**src/rtl/pe_mac_seq.sv**
```systemverilog
// pe_mac_seq: job sequencer and wide accumulator for the PE multiply/adder-tree datapath.
// Takes one job config, streams LEN operand pairs to the datapath and accumulates its sums.
//
// Ports
//  i_clk, i_rst                  clock (rising edge), async active-low reset
//  i_cfg_*  / o_cfg_ready        job config handshake (mode, signedness, beat count)
//  i_pix_valid / o_pix_ready     operand pair handshake (i_ipix, i_wpix)
//  o_ctl_* / o_ctl_mask          datapath control, held for the whole job
//  o_ipix, o_wpix / i_sum        registered operands out, combinational sum back
//  o_acc_valid / i_acc_ready     result handshake (o_acc, o_ovf)
//  o_busy                        sequencer not idle
module pe_mac_seq #(
  parameter int DWD    = 16,
  parameter int MULTSZ = 4,
  parameter int AUODWD = 16,
  parameter int ACCWD  = 24,
  parameter int CNTWD  = 8
) (
  input  logic                    i_clk,
  input  logic                    i_rst,
  input  logic                    i_cfg_valid,
  output logic                    o_cfg_ready,
  input  logic [2:0]              i_cfg_mode,
  input  logic                    i_cfg_inumt,
  input  logic                    i_cfg_wnumt,
  input  logic [CNTWD-1:0]        i_cfg_len,
  input  logic                    i_pix_valid,
  output logic                    o_pix_ready,
  input  logic [DWD-1:0]          i_ipix,
  input  logic [DWD-1:0]          i_wpix,
  output logic [2:0]              o_ctl_mode,
  output logic                    o_ctl_inumt,
  output logic                    o_ctl_wnumt,
  output logic [MULTSZ*DWD-1:0]   o_ctl_mask,
  output logic [DWD-1:0]          o_ipix,
  output logic [DWD-1:0]          o_wpix,
  input  logic [AUODWD-1:0]       i_sum,
  output logic                    o_acc_valid,
  input  logic                    i_acc_ready,
  output logic [ACCWD-1:0]        o_acc,
  output logic                    o_ovf,
  output logic                    o_busy
);

  typedef enum logic [1:0] {
    IDLE,
    RUN,
    DRAIN,
    HOLD
  } state_t;

  localparam logic [CNTWD:0] ONE = {{CNTWD{1'b0}}, 1'b1};

  state_t state;

  // One extra bit so that a length of 0 can stand for 2**CNTWD beats.
  logic [CNTWD:0]           remaining;
  logic                     v;
  logic signed [ACCWD-1:0]  acc;
  logic signed [ACCWD-1:0]  addend;
  logic signed [ACCWD-1:0]  acc_sum;
  logic                     ovf;
  logic                     add_ovf;
  logic                     cfg_hs;
  logic                     pix_hs;
  logic                     legal;
  logic [MULTSZ*DWD-1:0]    mask_new;

  assign cfg_hs  = i_cfg_valid & o_cfg_ready;
  assign pix_hs  = i_pix_valid & o_pix_ready;
  assign legal   = (i_cfg_mode <= 3'd4);

  assign addend  = ACCWD'($signed(i_sum));
  assign acc_sum = acc + addend;
  assign add_ovf = (acc[ACCWD-1] == addend[ACCWD-1]) &&
                   (acc_sum[ACCWD-1] != acc[ACCWD-1]);

  always_comb begin
    mask_new = '0;
    unique case (1'b1)
      (i_cfg_mode == 3'd0),
      (i_cfg_mode == 3'd1): mask_new[0*DWD +: DWD] = '1;
      (i_cfg_mode == 3'd2): mask_new[1*DWD +: DWD] = '1;
      (i_cfg_mode == 3'd3): mask_new[2*DWD +: DWD] = '1;
      (i_cfg_mode == 3'd4): mask_new[3*DWD +: DWD] = '1;
      default:              mask_new = '0;
    endcase
  end

  always_ff @(posedge i_clk or negedge i_rst) begin
    if (!i_rst) begin
      state       <= IDLE;
      remaining   <= '0;
      v           <= 1'b0;
      acc         <= '0;
      ovf         <= 1'b0;
      o_cfg_ready <= 1'b0;
      o_pix_ready <= 1'b0;
      o_ctl_mode  <= '0;
      o_ctl_inumt <= 1'b0;
      o_ctl_wnumt <= 1'b0;
      o_ctl_mask  <= '0;
      o_ipix      <= '0;
      o_wpix      <= '0;
      o_acc_valid <= 1'b0;
      o_acc       <= '0;
      o_ovf       <= 1'b0;
      o_busy      <= 1'b0;
    end else begin
      unique case (state)
        IDLE: begin
          o_cfg_ready <= 1'b1;
          // Illegal modes are consumed here and simply dropped.
          if (cfg_hs && legal) begin
            o_ctl_mode  <= i_cfg_mode;
            o_ctl_inumt <= i_cfg_inumt;
            o_ctl_wnumt <= i_cfg_wnumt;
            o_ctl_mask  <= mask_new;
            acc         <= '0;
            ovf         <= 1'b0;
            o_ovf       <= 1'b0;
            remaining   <= {(i_cfg_len == '0), i_cfg_len};
            v           <= 1'b0;
            o_cfg_ready <= 1'b0;
            o_pix_ready <= 1'b1;
            o_busy      <= 1'b1;
            state       <= RUN;
          end
        end
        RUN: begin
          // i_sum belongs to the operands registered on the previous edge.
          if (v) begin
            acc <= acc_sum;
            ovf <= ovf | add_ovf;
          end
          v <= pix_hs;
          if (pix_hs) begin
            o_ipix    <= i_ipix;
            o_wpix    <= i_wpix;
            remaining <= remaining - ONE;
            if (remaining == ONE) begin
              o_pix_ready <= 1'b0;
              state       <= DRAIN;
            end
          end
        end
        DRAIN: begin
          // First cycle folds in the last beat, second publishes the result.
          if (v) begin
            acc <= acc_sum;
            ovf <= ovf | add_ovf;
            v   <= 1'b0;
          end else begin
            o_acc       <= acc;
            o_ovf       <= ovf;
            o_acc_valid <= 1'b1;
            state       <= HOLD;
          end
        end
        HOLD: begin
          if (i_acc_ready) begin
            o_acc_valid <= 1'b0;
            o_busy      <= 1'b0;
            o_cfg_ready <= 1'b1;
            state       <= IDLE;
          end
        end
        default: state <= IDLE;
      endcase
    end
  end

endmodule
```
**config.mk**
```make
export PLATFORM = sky130hd
export DESIGN_NAME = pe_mac_seq
export DESIGN_NICKNAME = d
export VERILOG_FILES = /design/src/rtl/pe_mac_seq.sv
export SDC_FILE = /design/constraint.sdc
export NUM_CORES = 1
export LEC_CHECK = 0
export BUFFER_PORTS_ARGS = -buffer_cell sky130_fd_sc_hd__buf_2
export CORE_ASPECT_RATIO = 0.75
export CORE_MARGIN = 1
export CORE_UTILIZATION = 30
export DETAILED_ROUTE_END_ITERATION = 12
export GPL_TIMING_DRIVEN = 0
export PLACE_DENSITY_LB_ADDON = 0.12
export SLEW_MARGIN = 25
export SYNTH_ARGS = -nofsm -noshare
export SYNTH_HDL_FRONTEND = slang
export SYNTH_SLANG_ARGS = --single-unit
```
**constraint.sdc**
```tcl
create_clock -name i_clk -period 3.3 [get_ports i_clk]
set_clock_uncertainty 0.05 [all_clocks]
set_input_delay 0.825 -clock i_clk [delete_from_list [all_inputs] [get_ports i_clk]]
set_output_delay 0.825 -clock i_clk [all_outputs]
set_load 0.01 [all_outputs]
```
==> impl_metrics.ini <==
[run_status]
status = finished clean

[worst_setup_path]
cp_slowest_cell = o41a_1
crit_chain = buf_2 -> ha_4 -> fa_2 -> a21oi_4 -> o21ai_2 -> a221o_2 -> a21oi_2 -> nor4_1 -> o41a_1 -> or3_1 -> a32o_1
critPathMaxStageDelay_ns = 0.43
cp-end-kind = register
crit_arrival_ns = 3.40
path_class = input port to register
crit_required_ns = 3.49
rr_worst_depth = 10
timing.critical_path.buf_inv = 1
start_kind = input port
path_depth = 11
crit_family = compound AO/OA/AOI/OAI gates
crit_fanout = 3

[cts]
root_buffer = clkbuf_16
cts_tree = done
cts_buffer_depth = 2
clk_pin_slew_ns = 0.07
cts.sinks = 107
clk_latency_ns = 0.35
htree_levels = 3
cts_buffers = 9

[drt]
drc = 0
routed_via_density = 4.66
first_pass_iters = 6
via_count = 4833
ant_nets = 0
wl_per_cell_um = 14.1
finalWirelength_mm = 14.6
drt_iter0_markers = 119

[global_routing]
grt.overflow.total = 0
grt_pass1_wl_mm = 23.1
grt_max_degree = 61
antenna_found_initial = 0
track_usage_pct = 14.6
first_global_vias = 4579

[synth]
synth_cell_type_count = 59
ys_async_sr_fraction_pct = 100
netlist_area_sq_um = 5940
ys_ff_latch = 107
synth_top_cell_by_area = dfrtp_1
synth_cells = 572
syn_avg_cell_area_sq_um = 10.4
synth-edff-count = 0
synth_warnings = 0
yosys.area.top_type_share_pct = 45.1
yosysSeqAreaShare_pct = 45.1
ys.flop_type = dfrtp_1
synth.area.top_cells = dfrtp_1 (45%), mux2_1 (9.1%), buf_4 (7.7%)
synth_nets = 668

[finish]
synthToLayoutAreaGrowth_pct = 27.7
final_cell_count_no_fill = 1038
fin_nets = 876
layout-drive-gt1-share_pct = 38.3
fillerInstances = 1939
antennaDiodeCount = 0
finalInstanceArea_sq_um = 7580

[placement]
numPortBuffers = 195
placedCellCount = 1021
dpl.hpwl_mm = 11.1
place.gp.congestion = 0.844
placed_area_sq_um = 7290

[sta]
finalHoldViolations = 0
rsz0062_at_grt = no
finalSetupTns_ns = 0
max_slew.worst_pin.slew_ns = 0.676
setup_violations = 0
post-route-period-util_pct = 97.2
finalCriticalPeriod_ns = 3.21
max_slew_margin_pct = 55.0
slew_viol_final = 0
timing.fmax_mhz = 312

[die]
num_rows = 44
ios = 196
start_util_pct = 30.7
die_y_um = 124
dieArea_sq_um = 20400
die-width_um = 164
core_sq_um = 19400

[power]
ir_drop_v = 0.000188
p_leak_uw = 0.00429
powerDensity_nw_per_um2 = 329

[worst_hold_path]
hold_path.class = input port to asynchronous set/reset pin

[flow_run]
drv_cap = 0
worst reg2reg max path, delay by kind of cell, from the launching register on:
family | cells | cell delay (ns)
AOI/OAI and AO/OA | 6 | 1.48
DFF | 1 | 0.42
adders and majority gates | 2 | 0.61
and+or+nand+nor | 2 | 0.39
layer usage:
metal  track usage (%)  wire length (um)  share of wire [%]  up-vias
li1                  -                 -                  -     2384
met1              19.5              6920                 47     2307
met2              23.5              6690                 46      129
met3              3.26               835                5.7       13
met4              4.36               187                1.3        0
met5                 0                 0                  0        -
report_power, final:
part           total, uW  internal [uW]  leakage [uW]  switching, uW
logic                146           60.6       0.00269           85.1
registers           1310           1310       0.00146           1.82
clock network       1030            533      0.000139            501
total               2490           1910       0.00429            588
state kept, by name, indices dropped and copies added (netlist names), 2 cells and up:
signal and cells:
acc 24, o_acc 24, o_ctl_mask 4, o_ctl_mode 3, o_ipix 16, o_wpix 16, remaining 9, state 2
cell type report:
type	count	area, sq um	area share (%)
buffer	81	533	7.03
clock inverter	6	40.0	0.528
multi-input combinational	369	2700	35.7
timing repair buffer	197	1020	13.4
sequential	107	2680	35.3
tap	253	317	4.17
inverter	15	56.3	0.742
clock buffer	10	239	3.15
cells in the final DEF, fill, tap and decap left out, drive strengths merged, types with 8 or more instances in the layout:
| cell type | instances |
|---|---|
| nand2 | 55 |
| buf | 258 |
| nand3 | 11 |
| inv | 15 |
| dfrtp | 107 |
| a21o | 12 |
| clkbuf | 30 |
| a21oi | 33 |
| ha | 29 |
| nand4 | 8 |
| nor2 | 17 |
| mux2 | 62 |
| xnor2 | 14 |
| o21ai | 55 |
cell usage after synthesis, types with 3 or more instances:
library cell and instances:
nand3_1 11, inv_1 13, dfrtp_1 107, nor3_1 5
xnor2_1 14, or3_1 5, ha_1 29, nand2_1 55
nor4_1 4, and3_1 3, o21bai_1 4, o21ai_0 12
a21o_1 11, nor2_1 17, mux2_2 14, buf_4 61
xor2_1 5, mux2i_1 4, o21a_1 3, nand4_1 8
mux2_1 48, nand2b_1 4, o21ai_1 43, clkbuf_1 20
a21oi_1 32
logic make-up after synthesis:
| logic type | Yosys count | synth area share [%] |
|---|---|---|
| DFF | 107 | 45.1 |
| adders and majority gates | 30 | 6.44 |
| muxes | 66 | 12.4 |
| AOI/OAI and AO/OA | 131 | 13.4 |
| xor gates and xnor gates | 19 | 2.80 |
| and+or+nand+nor | 123 | 9.92 |
| buffers and inverters | 96 | 9.92 |
worst paths after layout:
path	startpoint	endpoint	slack, ns
max in group asynchronous	i_rst	o_acc[7]$_DFFE_PN0P_	2.17
hold reg to reg	o_acc[21]$_DFFE_PN0P_	o_acc[21]$_DFFE_PN0P_	0.43
setup reg to reg	acc[0]$_DFFE_PN0P_	acc[22]$_DFFE_PN0P_	0.24
setup / recovery	i_sum[0]	acc[22]$_DFFE_PN0P_	0.09
min in group i_clk	o_acc[21]$_DFFE_PN0P_	o_acc[21]$_DFFE_PN0P_	0.43
hold / removal	i_rst	o_ctl_wnumt$_DFFE_PN0P_	0.37
metrics by stage:
stage / utilization, % / hold slack (ns) / power, uW / worst slack [ns]
final: 39.1 / 0.368 / 2490 / 0.0914
after global routing: 39.1 / 0.387 / 2610 / 0.0118
after CTS: 39.0 / 0.371 / 2550 / 0.0348
after detailed placement: 37.6 / 0.419 / 1490 / -0.337
after global placement: 37.4 / 0.416 / 1480 / -0.341
after floorplan: - / 0.419 / 1400 / 0.00234
repair_timing:
item | CTS | global route
buffers inserted | 0 | 1
resized for setup | 0 | 2
endpoints found under the setup margin | 0 | 1
hold endpoints to repair | 0 | 0
hold buffers | 0 | 0
Power figures use the tool's default switching activity.
